## config.mk

```make
export PLATFORM = sky130hd
export DESIGN_NAME = reg_file_mp
export DESIGN_NICKNAME = d
export VERILOG_FILES = /design/src/rtl/pika_pkg.sv /design/src/rtl/reg_file_bypass.sv /design/src/rtl/reg_file_mp.sv
export SDC_FILE = /design/constraint.sdc
export NUM_CORES = 2
export LEC_CHECK = 0
export ABC_AREA = 0
export ABC_CLOCK_PERIOD_IN_PS = 2000
export CORE_MARGIN = 1
export CORE_UTILIZATION = 50
export DETAILED_ROUTE_END_ITERATION = 6
export PLACE_DENSITY_LB_ADDON = 0.1
export SLEW_MARGIN = 20
export SYNTH_ARGS = -nofsm -noshare
export SYNTH_HDL_FRONTEND = slang
export SYNTH_SLANG_ARGS = --single-unit
```

## constraint.sdc

```tcl
create_clock -name clk -period 2 [get_ports clk]
set_input_delay 0.2 -clock clk [delete_from_list [all_inputs] [get_ports clk]]
set_output_delay 0.2 -clock clk [all_outputs]
set_load 0.01 [all_outputs]
```

## src/rtl/pika_pkg.sv

```systemverilog
// Shared PikaRISC core constants: default datapath sizes, PC behaviour
// and the bit positions of the N/Z/C/V condition flags in the CPSR.
package pika_pkg;

  // Core datapath defaults
  localparam int CORE_DATA_W   = 32;
  localparam int CORE_NUM_REGS = 16;

  // Program counter defaults
  localparam int          DEF_PC_STEP  = 4;
  localparam logic [31:0] DEF_PC_RESET = 32'h0000_0000;

  // Condition flag positions inside the 4-bit flag register
  localparam int NUM_FLAGS = 4;
  localparam int FLAG_N    = 3;
  localparam int FLAG_Z    = 2;
  localparam int FLAG_C    = 1;
  localparam int FLAG_V    = 0;

  // What the PC does on the next edge
  typedef enum logic [1:0] {
    PC_ADVANCE = 2'd0,
    PC_HOLD    = 2'd1,
    PC_LOAD    = 2'd2
  } pc_op_e;

  // A load beats a stall, and a stall beats the normal advance
  function automatic pc_op_e pc_next_op(input logic load_en, input logic stall);
    pc_op_e op;
    if (load_en) begin
      op = PC_LOAD;
    end else if (stall) begin
      op = PC_HOLD;
    end else begin
      op = PC_ADVANCE;
    end
    return op;
  endfunction

endpackage

```

## src/rtl/reg_file_bypass.sv

```systemverilog
// Per-read-port write-to-read forwarding: compares one read index with
// every write port and returns the data of the highest matching port.
module reg_file_bypass
  import pika_pkg::*;
#(
  parameter int DATA_W   = CORE_DATA_W,
  parameter int ADDR_W   = 4,
  parameter int NUM_REGS = CORE_NUM_REGS,
  parameter int NUM_WR   = 2,
  parameter int BYPASS   = 1
) (
  input  logic [ADDR_W-1:0]        rd_addr,
  input  logic [NUM_WR-1:0]        wr_en,
  input  logic [NUM_WR*ADDR_W-1:0] wr_addr,
  input  logic [NUM_WR*DATA_W-1:0] wr_data,
  output logic                     hit,
  output logic [DATA_W-1:0]        data
);

  // Scan ports upward so a later (higher-index) match overrides earlier ones;
  // an out-of-range index never matches because such writes are dropped.
  always_comb begin
    hit  = 1'b0;
    data = '0;
    if ((BYPASS != 0) && (int'(rd_addr) < NUM_REGS)) begin
      for (int j = 0; j < NUM_WR; j++) begin
        if (wr_en[j] && (wr_addr[j*ADDR_W +: ADDR_W] == rd_addr)) begin
          hit  = 1'b1;
          data = wr_data[j*DATA_W +: DATA_W];
        end
      end
    end
  end

endmodule

```

## src/rtl/reg_file_mp.sv

```systemverilog
// Multi-port architectural register file for the PikaRISC core: general
// registers with bypass, a busy scoreboard for decode hazards, the PC and
// the CPSR flags.
module reg_file_mp
  import pika_pkg::*;
#(
  parameter int              DATA_W   = CORE_DATA_W,
  parameter int              NUM_REGS = CORE_NUM_REGS,
  localparam int             ADDR_W   = (NUM_REGS > 1) ? $clog2(NUM_REGS) : 1,
  parameter int              NUM_RD   = 3,
  parameter int              NUM_WR   = 2,
  parameter int              BYPASS   = 1,
  parameter logic [DATA_W-1:0] PC_RESET = DATA_W'(DEF_PC_RESET),
  parameter int              PC_STEP  = DEF_PC_STEP
) (
  input  logic                     clk,
  input  logic                     reset,
  input  logic [NUM_RD*ADDR_W-1:0] rd_addr,
  output logic [NUM_RD*DATA_W-1:0] rd_data,
  output logic [NUM_RD-1:0]        rd_busy,
  input  logic [NUM_WR-1:0]        wr_en,
  input  logic [NUM_WR*ADDR_W-1:0] wr_addr,
  input  logic [NUM_WR*DATA_W-1:0] wr_data,
  input  logic                     issue_en,
  input  logic [ADDR_W-1:0]        issue_addr,
  input  logic                     pc_stall,
  input  logic                     pc_load_en,
  input  logic [DATA_W-1:0]        pc_load_val,
  output logic [DATA_W-1:0]        pc_out,
  input  logic [NUM_FLAGS-1:0]     cpsr_we,
  input  logic [NUM_FLAGS-1:0]     cpsr_in,
  output logic [DATA_W-1:0]        cpsr_out
);

  // Architectural state
  logic [DATA_W-1:0]    regs_q [NUM_REGS];
  logic [DATA_W-1:0]    regs_d [NUM_REGS];
  logic [NUM_REGS-1:0]  busy_q;
  logic [NUM_REGS-1:0]  busy_d;
  logic [DATA_W-1:0]    pc_q;
  logic [DATA_W-1:0]    pc_d;
  logic [NUM_FLAGS-1:0] flags_q;
  logic [NUM_FLAGS-1:0] flags_d;

  // Per-read-port forwarding results
  logic [NUM_RD-1:0]    byp_hit;
  logic [DATA_W-1:0]    byp_data [NUM_RD];

  // Unpacked views of the flat port buses
  logic [ADDR_W-1:0]    rd_addr_a [NUM_RD];
  logic [ADDR_W-1:0]    wr_addr_a [NUM_WR];
  logic [DATA_W-1:0]    wr_data_a [NUM_WR];

  pc_op_e pc_op;

  // Indices past the last register (only possible with non-power-of-2
  // NUM_REGS) read as zero and are never written
  function automatic logic idx_valid(input logic [ADDR_W-1:0] idx);
    return int'(idx) < NUM_REGS;
  endfunction

  for (genvar i = 0; i < NUM_RD; i++) begin : g_rd_unpack
    assign rd_addr_a[i] = rd_addr[i*ADDR_W +: ADDR_W];
  end

  for (genvar j = 0; j < NUM_WR; j++) begin : g_wr_unpack
    assign wr_addr_a[j] = wr_addr[j*ADDR_W +: ADDR_W];
    assign wr_data_a[j] = wr_data[j*DATA_W +: DATA_W];
  end

  for (genvar i = 0; i < NUM_RD; i++) begin : g_bypass
    reg_file_bypass #(
      .DATA_W   (DATA_W),
      .ADDR_W   (ADDR_W),
      .NUM_REGS (NUM_REGS),
      .NUM_WR   (NUM_WR),
      .BYPASS   (BYPASS)
    ) u_bypass (
      .rd_addr (rd_addr_a[i]),
      .wr_en   (wr_en),
      .wr_addr (wr_addr),
      .wr_data (wr_data),
      .hit     (byp_hit[i]),
      .data    (byp_data[i])
    );
  end

  // Register writes: higher write ports are applied last so they win a
  // same-index conflict; reset clears everything regardless of writes
  always_comb begin
    regs_d = regs_q;
    for (int j = 0; j < NUM_WR; j++) begin
      if (wr_en[j] && idx_valid(wr_addr_a[j])) begin
        regs_d[wr_addr_a[j]] = wr_data_a[j];
      end
    end
    if (!reset) begin
      for (int k = 0; k < NUM_REGS; k++) begin
        regs_d[k] = '0;
      end
    end
  end

  // Scoreboard: writes clear their register's busy bit, then a new issue
  // sets it, so a same-cycle reservation outlives the retiring write
  always_comb begin
    busy_d = busy_q;
    for (int j = 0; j < NUM_WR; j++) begin
      if (wr_en[j] && idx_valid(wr_addr_a[j])) begin
        busy_d[wr_addr_a[j]] = 1'b0;
      end
    end
    if (issue_en && idx_valid(issue_addr)) begin
      busy_d[issue_addr] = 1'b1;
    end
    if (!reset) begin
      busy_d = '0;
    end
  end

  // PC: load, else hold on stall, else advance with natural wraparound
  always_comb begin
    pc_op = pc_next_op(pc_load_en, pc_stall);
    unique case (pc_op)
      PC_LOAD:    pc_d = pc_load_val;
      PC_HOLD:    pc_d = pc_q;
      PC_ADVANCE: pc_d = pc_q + DATA_W'(PC_STEP);
      default:    pc_d = pc_q;
    endcase
    if (!reset) begin
      pc_d = PC_RESET;
    end
  end

  // CPSR: each flag updates only where its write-mask bit is set
  always_comb begin
    for (int b = 0; b < NUM_FLAGS; b++) begin
      flags_d[b] = cpsr_we[b] ? cpsr_in[b] : flags_q[b];
    end
    if (!reset) begin
      flags_d = '0;
    end
  end

  // All architectural state advances together on the rising edge
  always_ff @(posedge clk) begin
    regs_q  <= regs_d;
    busy_q  <= busy_d;
    pc_q    <= pc_d;
    flags_q <= flags_d;
  end

  // Read ports: forwarded write data first, otherwise the stored value;
  // a forwarded register is reported not-busy since its value is here now
  always_comb begin
    rd_data = '0;
    rd_busy = '0;
    for (int i = 0; i < NUM_RD; i++) begin
      if (byp_hit[i]) begin
        rd_data[i*DATA_W +: DATA_W] = byp_data[i];
      end else if (idx_valid(rd_addr_a[i])) begin
        rd_data[i*DATA_W +: DATA_W] = regs_q[rd_addr_a[i]];
        rd_busy[i]                  = busy_q[rd_addr_a[i]];
      end
    end
  end

  assign pc_out   = pc_q;
  assign cpsr_out = {flags_q[FLAG_N], flags_q[FLAG_Z], flags_q[FLAG_C],
                     flags_q[FLAG_V], {(DATA_W-NUM_FLAGS){1'b0}}};

endmodule

```

**Yosys cells after proc, flatten, opt, wreduce, memory -nomap -nowiden**

Cells that the tools add are included.

- Register bits: 564
- Word-level logic and storage cells: 122
- Output and inout bits: 163
- Bits of input ports: 135

- Multiplexer cells: 53
- $add $sub $neg: 1
- Magnitude comparators: 16
- Bitwise logic cells: 10
- Equality and inequality tests: 7
- Reductions and logical operators: 13

Operators by type and width:

| operator | count |
|---|---|
| bitwise mux 512 bit | 2 |
| 2-to-1 mux 512 bit | 2 |
| 2-to-1 mux 32 bit | 17 |
| binary-select mux 32 bit (select 4 bit) | 3 |
| demux 32 bit (select 4 bit) | 2 |
| case mux 32 bit (2 select lines) | 1 |
| 2-to-1 mux 16 bit | 3 |
| adder 32 x 3 -> 32 bit, second input constant | 1 |
| AND 16 bit | 2 |
| NOT 16 bit | 2 |
| < comparator 4 x 5 -> 1 bit, second input constant | 6 |
| greater-or-equal comparator 5 bit, second input constant | 5 |
| NOT 4 -> 5 bit | 5 |
| == test 4 bit | 6 |
| 2-to-1 mux 1 bit | 16 |
| OR 16 bit | 1 |
| binary-select mux 1 bit (select 4 bit) | 3 |
| demux 1 bit (select 4 bit) | 3 |
| greater-or-equal comparator 4 x 1 -> 1 bit, second input constant | 3 |
| logical AND 1 bit | 11 |
| < comparator 5 x 1 -> 1 bit, second input constant | 2 |
| == test 2 bit, second input constant | 1 |
| logical NOT 2 bit | 1 |
| 2-to-1 mux 2 bit | 1 |
| nonzero test 2 bit | 1 |

**Depth between registers and ports, before layout**

- Depth after elaboration: 11
- Gate-level depth with buffers: 8
- Depth with buffers taken out: 6

**Modules after synthesis**

From an unflattened synthesis, not the netlist that was laid out.

- Cell total of the unflattened synthesis: 4667
- Area, all modules: 41118.2 um^2

Modules (own cells, without submodules):

| module | times used | area an instance (um^2) | cells each |
|---|---|---|---|
| reg_file_mp | 1 | 38318.0 | 4292 |
| reg_file_bypass | 3 | 933.4 | 125 |

**Worst setup path before layout**

OpenSTA, ideal clock, no wires.

- Kind: input to output
- Start: in rd_addr[4]
- End: out rd_data[41]
- Cell stages on the path: 6
- Arrival: 1.919 ns
- Data required time: 1.800 ns
- Slack: -0.119 ns
- Cells stage by stage: buf_2 -> buf_2 -> buf_2 -> mux4_2 -> a221oi_1 -> mux2i_1

- Longest elaborated chain between the ends: 5

Ends and longest elaborated chain:

| item | RTL line | RTL |
|---|---|---|
| from (decl) | reg_file_mp.sv:18 | `input logic [NUM_RD*ADDR_W-1:0] rd_addr,` |
| NOT 4 -> 5 bit (implied by the code) / == test 4 bit (equally long branches) | reg_file_mp.sv:162, reg_file_bypass.sv:27 |  |
| binary-select mux 32 bit (select 4 bit) / logical AND 1 bit (equally long branches) | reg_file_mp.sv:162, reg_file_bypass.sv:27 |  |
| 2-to-1 mux 32 bit (implied by the code) (tied with other cells) (2 in series) | reg_file_mp.sv:162 | `rd_data[i*DATA_W +: DATA_W] = regs_q[rd_addr_a[i]];` |
| 2-to-1 mux 32 bit * | reg_file_mp.sv:159 | `if (byp_hit[i]) begin` |
| to (decl) | reg_file_mp.sv:19 | `output logic [NUM_RD*DATA_W-1:0] rd_data,` |

Mark *: on every way between the ends. The rest lies on a longest branch, timed or not. The select of a mux whose other input is x is not followed.

**Final worst setup path**

- Start: reg regs_q[412] (netlist bit)
- End: out rd_data[92]

- Longest elaborated chain between the ends: 4

Ends and longest elaborated chain:

| item | RTL line | RTL |
|---|---|---|
| from (decl) | reg_file_mp.sv:36 | `logic [DATA_W-1:0] regs_q [NUM_REGS];` |
| from (signal assigned) | reg_file_mp.sv:147 | `regs_q <= regs_d;` |
| binary-select mux 32 bit (select 4 bit) | reg_file_mp.sv:162 |  |
| 2-to-1 mux 32 bit (implied by the code) (2 in series) | reg_file_mp.sv:162 |  |
| 2-to-1 mux 32 bit | reg_file_mp.sv:159 |  |

Every way passes these cells. The select of a mux whose other input is x is not followed.

==> metrics.md <==
| Metric | Value |
|---|---|
| Crit path DAT | approximately 2.5 ns |
| FF-to-FF End | pc_out[31]$_SDFFE_PN0P_ |
| Layout cells sized above 1 | between 30% and 40% |
| Chip Width | 283 um |
| Post-synth top area share | between 20% and 30% |
| Tcrit/Tclk final | 133% |
| Initial antenna violation count | 3 |
| Final count of negative-setup-slack endpoints | 99 |
| Mapped cell area | a little under 40000 um^2 |
| Critical path type | register to output port |
| Slowest-stage cell, CP | mux4_2 |
| Dpl cells | about 5600 |
| Clk slew on worst S/H paths | around 0.070 ns |
| Crit. Startpoint | regs_q[412]$_SDFF_PN0_ |
| Detail Placement HPWL | around 120 mm |
| Synth area leader | dfxtp_1 |
| Buf/Inv on CP | 2 |
| Worst Path Required | between 1.5 and 2 ns |
| GRT Residual Overflow | 0 |
| TritonCTS clock tree | done |
| Die Y | roughly 280 um |
| GRT Resource Usage Total | 42.7% |
| Wire per inst | around 30 um |
| CTS buffer count | 68 |
| Largest net degree at the start of global routing | between 70 and 80 |
| Clock Path Buffers | 3 |
| TritonCTS Sinks | roughly 560 |
| Setup_tns | -46.10 ns |
| Largest cells by area after synthesis | dfxtp_1 29%, mux4_2 23%, mux2i_1 11% |
| Post-synth EDFFs | 0 |
| Pwr dens | around 600 nW/um^2 |
| Reg2reg setup slack | around 0.16 ns |
| Final WL | around 180 mm |
| Antenna viol nets, final | 0 |
| Worst Setup Start Kind | register |
| Clk Latency, worst-skew pair | 0.63 ns |
| 1st-iter DRT viols | approximately 5700 |
| Vias in the first global route | around 40000 |
| Vias per inst | 7.02 |
| Outcome | finished, violations left |
| Commonest cells after routing, fill and taps aside | 558 x nor2_1, 499 x buf_4, 478 x nand2_1 |
| Final hold vios | 0 |
| Worst setup path endpoint | rd_data[92] |
| Row count | about 100 |
| Max-cap violations | 0 |
| Post-Synthesis Cells | 4118 |
| Area grow syn2layout | 34.9% |
| CP Capture Type | output port |
| Critical Path, Cell by Cell | mux4_2 -> nor2b_4 -> a211oi_2 -> buf_4 -> a2111oi_2 -> a221o_1 -> buf_2 |
| Reg2reg start | pc_out[7]$_SDFFE_PN0P_ |
| Vias | 40595 |
| Commonest non-fill, non-tap cell in the layout | nor2_1 |
| Highest Clock Rate | 376 MHz |
| Mapped Avg Cell Area | 9.60 um^2 |
| Post-synth ARST share | 0% |
| Leakage | 20.6 nW |
| Register area share after synthesis | between 20 and 30% |
| Relative slew margins | a little over half |
| Worst vdd ir | between 0.7 and 0.8 mV |
| Slowest cell delay on critical path | 0.48 ns |
| Top FF cell, synth | dfxtp_1 |
| DRT Pass-1 Iters | 7 |
| Crit path depth | 7 |
| Core Footprint | a little under 80000 um^2 |
| Max-slew violations | 0 |
| Top Family by Delay on Critical Path | compound AO/OA/AOI/OAI gates |
| Hold Crit Class | input port to register |
| Fin nets | between 4000 and 5000 |
| Htree depth | 3 |
| Non-filler instance count after layout | a little under 6000 |
| Slew @ Worst Pin | just under 0.7 ns |
| Boundary Pins | about 300 |
| RSZ-0062 raised after global routing | true |
| Tmin final | between 2 and 3 ns |
| Worst reg2reg path depth | 6 |
| Seq cells post-synth | around 560 |
| Synth warn | 0 |
| Failing checks | design-rule violations, negative setup slack |
| Starting density of the core | 50.8% |
| DIE AREA | roughly 80000 um^2 |
| Drt drc | 1 |
| Cell variety after synth | 57 |
| First-pass GRT wire length | 258 mm |
| Clk_skew | 0.00597 ns |
| Input/output buffers | 269 |
| Final worst setup slack | -0.661 ns |
| Gpl congestion | 0.976 |
| Crit Path Max Fanout | 2 |
| Root buf cell | clkbuf_16 |
[sequential cells by signal (all words and copies together), names as in the netlist]
signal	count
regs_q	512
flags_q	4
busy_q	16
pc_out	32
[repair_timing]
item	CTS	global route
setup endpoints to repair	99	99
hold buffers	0	0
gates resized for setup	824	128
gates cloned	5	0
buffers inserted	74	19
pin swaps	112	66
[report_power, final]
part	switching, mW	leakage [nW]	internal [mW]
Sequential	0.367	4.65	11.6
Clock	5.36	1.08	7.35
Combinational	3.56	14.8	3.14
[metrics by stage]
stage	hold WS [ns]	worst slack [ns]	util (%)	total power, mW	cell area (um^2)
3_5_place_dp	0.485	-1.58	62.7	18.4	48800
3_3_place_gp	0.483	-1.60	62.7	18.3	48800
5_1_grt	0.194	-0.677	68.5	32.1	53300
2_1_floorplan	0.338	-0.0196	-	15.4	39700
6_report	0.180	-0.661	68.5	31.4	53300
4_1_cts	0.158	-0.634	67.9	31.1	52800
[cells by family (layout without fill, tap and decap cells)]
family | count (synthesis) | after routing | synth area share (%)
other | 1 | 30 | 0.00949
muxes | 824 | 824 | 33.6
and+or+nand+nor | 1210 | 1210 | 12.7
AOI/OAI and AO/OA | 864 | 864 | 17.2
buffers and inverters | 603 | 1201 | 6.79
DFF | 564 | 564 | 28.6
xor gates and xnor gates | 51 | 51 | 1.13
adders and majority gates | 1 | 1 | 0.0317
[per-layer routing]
metal	vias up	wire [um]	GRT usage, %
met5	-	71	0
met2	3156	76600	64.1
met4	4	13300	28.1
met3	772	21700	10.9
met1	19807	63500	54.5
li1	16856	-	-
[how the worst min path moves through the flow]
stage | start | to | cells past startpoint
final | pc_load_val[24] | pc_out[24]$_SDFFE_PN0P_ | 3
after global routing | pc_load_val[16] | pc_out[16]$_SDFFE_PN0P_ | 3
after CTS | pc_load_val[24] | pc_out[24]$_SDFFE_PN0P_ | 3
after detailed placement | flags_q[0]$_SDFFE_PN0P_ | flags_q[0]$_SDFFE_PN0P_ | 2
after global placement | pc_out[0]$_SDFFE_PN0P_ | pc_out[0]$_SDFFE_PN0P_ | 2
after floorplan | pc_load_val[29] | pc_out[29]$_SDFFE_PN0P_ | 1
[cells in the mapped netlist (all sizes together) (2+ instances only)]
library cell / instances
xnor2: 17
or3: 3
a221oi: 59
a311oi: 256
a21o: 2
and3b: 4
nand2b: 12
and2: 8
xor2: 34
buf: 210
nand2: 495
nand3: 23
mux2: 5
and3: 7
o221ai: 3
nor3: 11
mux4: 400
dfxtp: 564
nor2b: 44
a32oi: 11
a22o: 60
clkbuf: 381
a221o: 28
a21oi: 29
a222oi: 4
o221a: 2
mux2i: 419
nor2: 564
o21ai: 87
a211oi: 284
nand3b: 7
inv: 11
a2111oi: 26
nor4: 12
nor3b: 3
or2: 3
nand4: 12
o22ai: 6
a22oi: 5
[cell type report]
type | count | area (um^2)
clock buffers | 96 | 1960
inverters | 12 | 52.6
well taps | 1040 | 1300
diodes | 2 | 5.00
flip-flops and latches | 564 | 11500
multi-input cells | 2978 | 27100
repair buffers | 1072 | 11100
fillers | 5862 | 24500
clock inverters | 21 | 238
[worst min-delay path, delay by kind of cell]
family	cells	cell delay [ns]
buf+inv	1	0.39
compound gates	2	0.17
No activity file was read; power rests on OpenSTA's default activity.
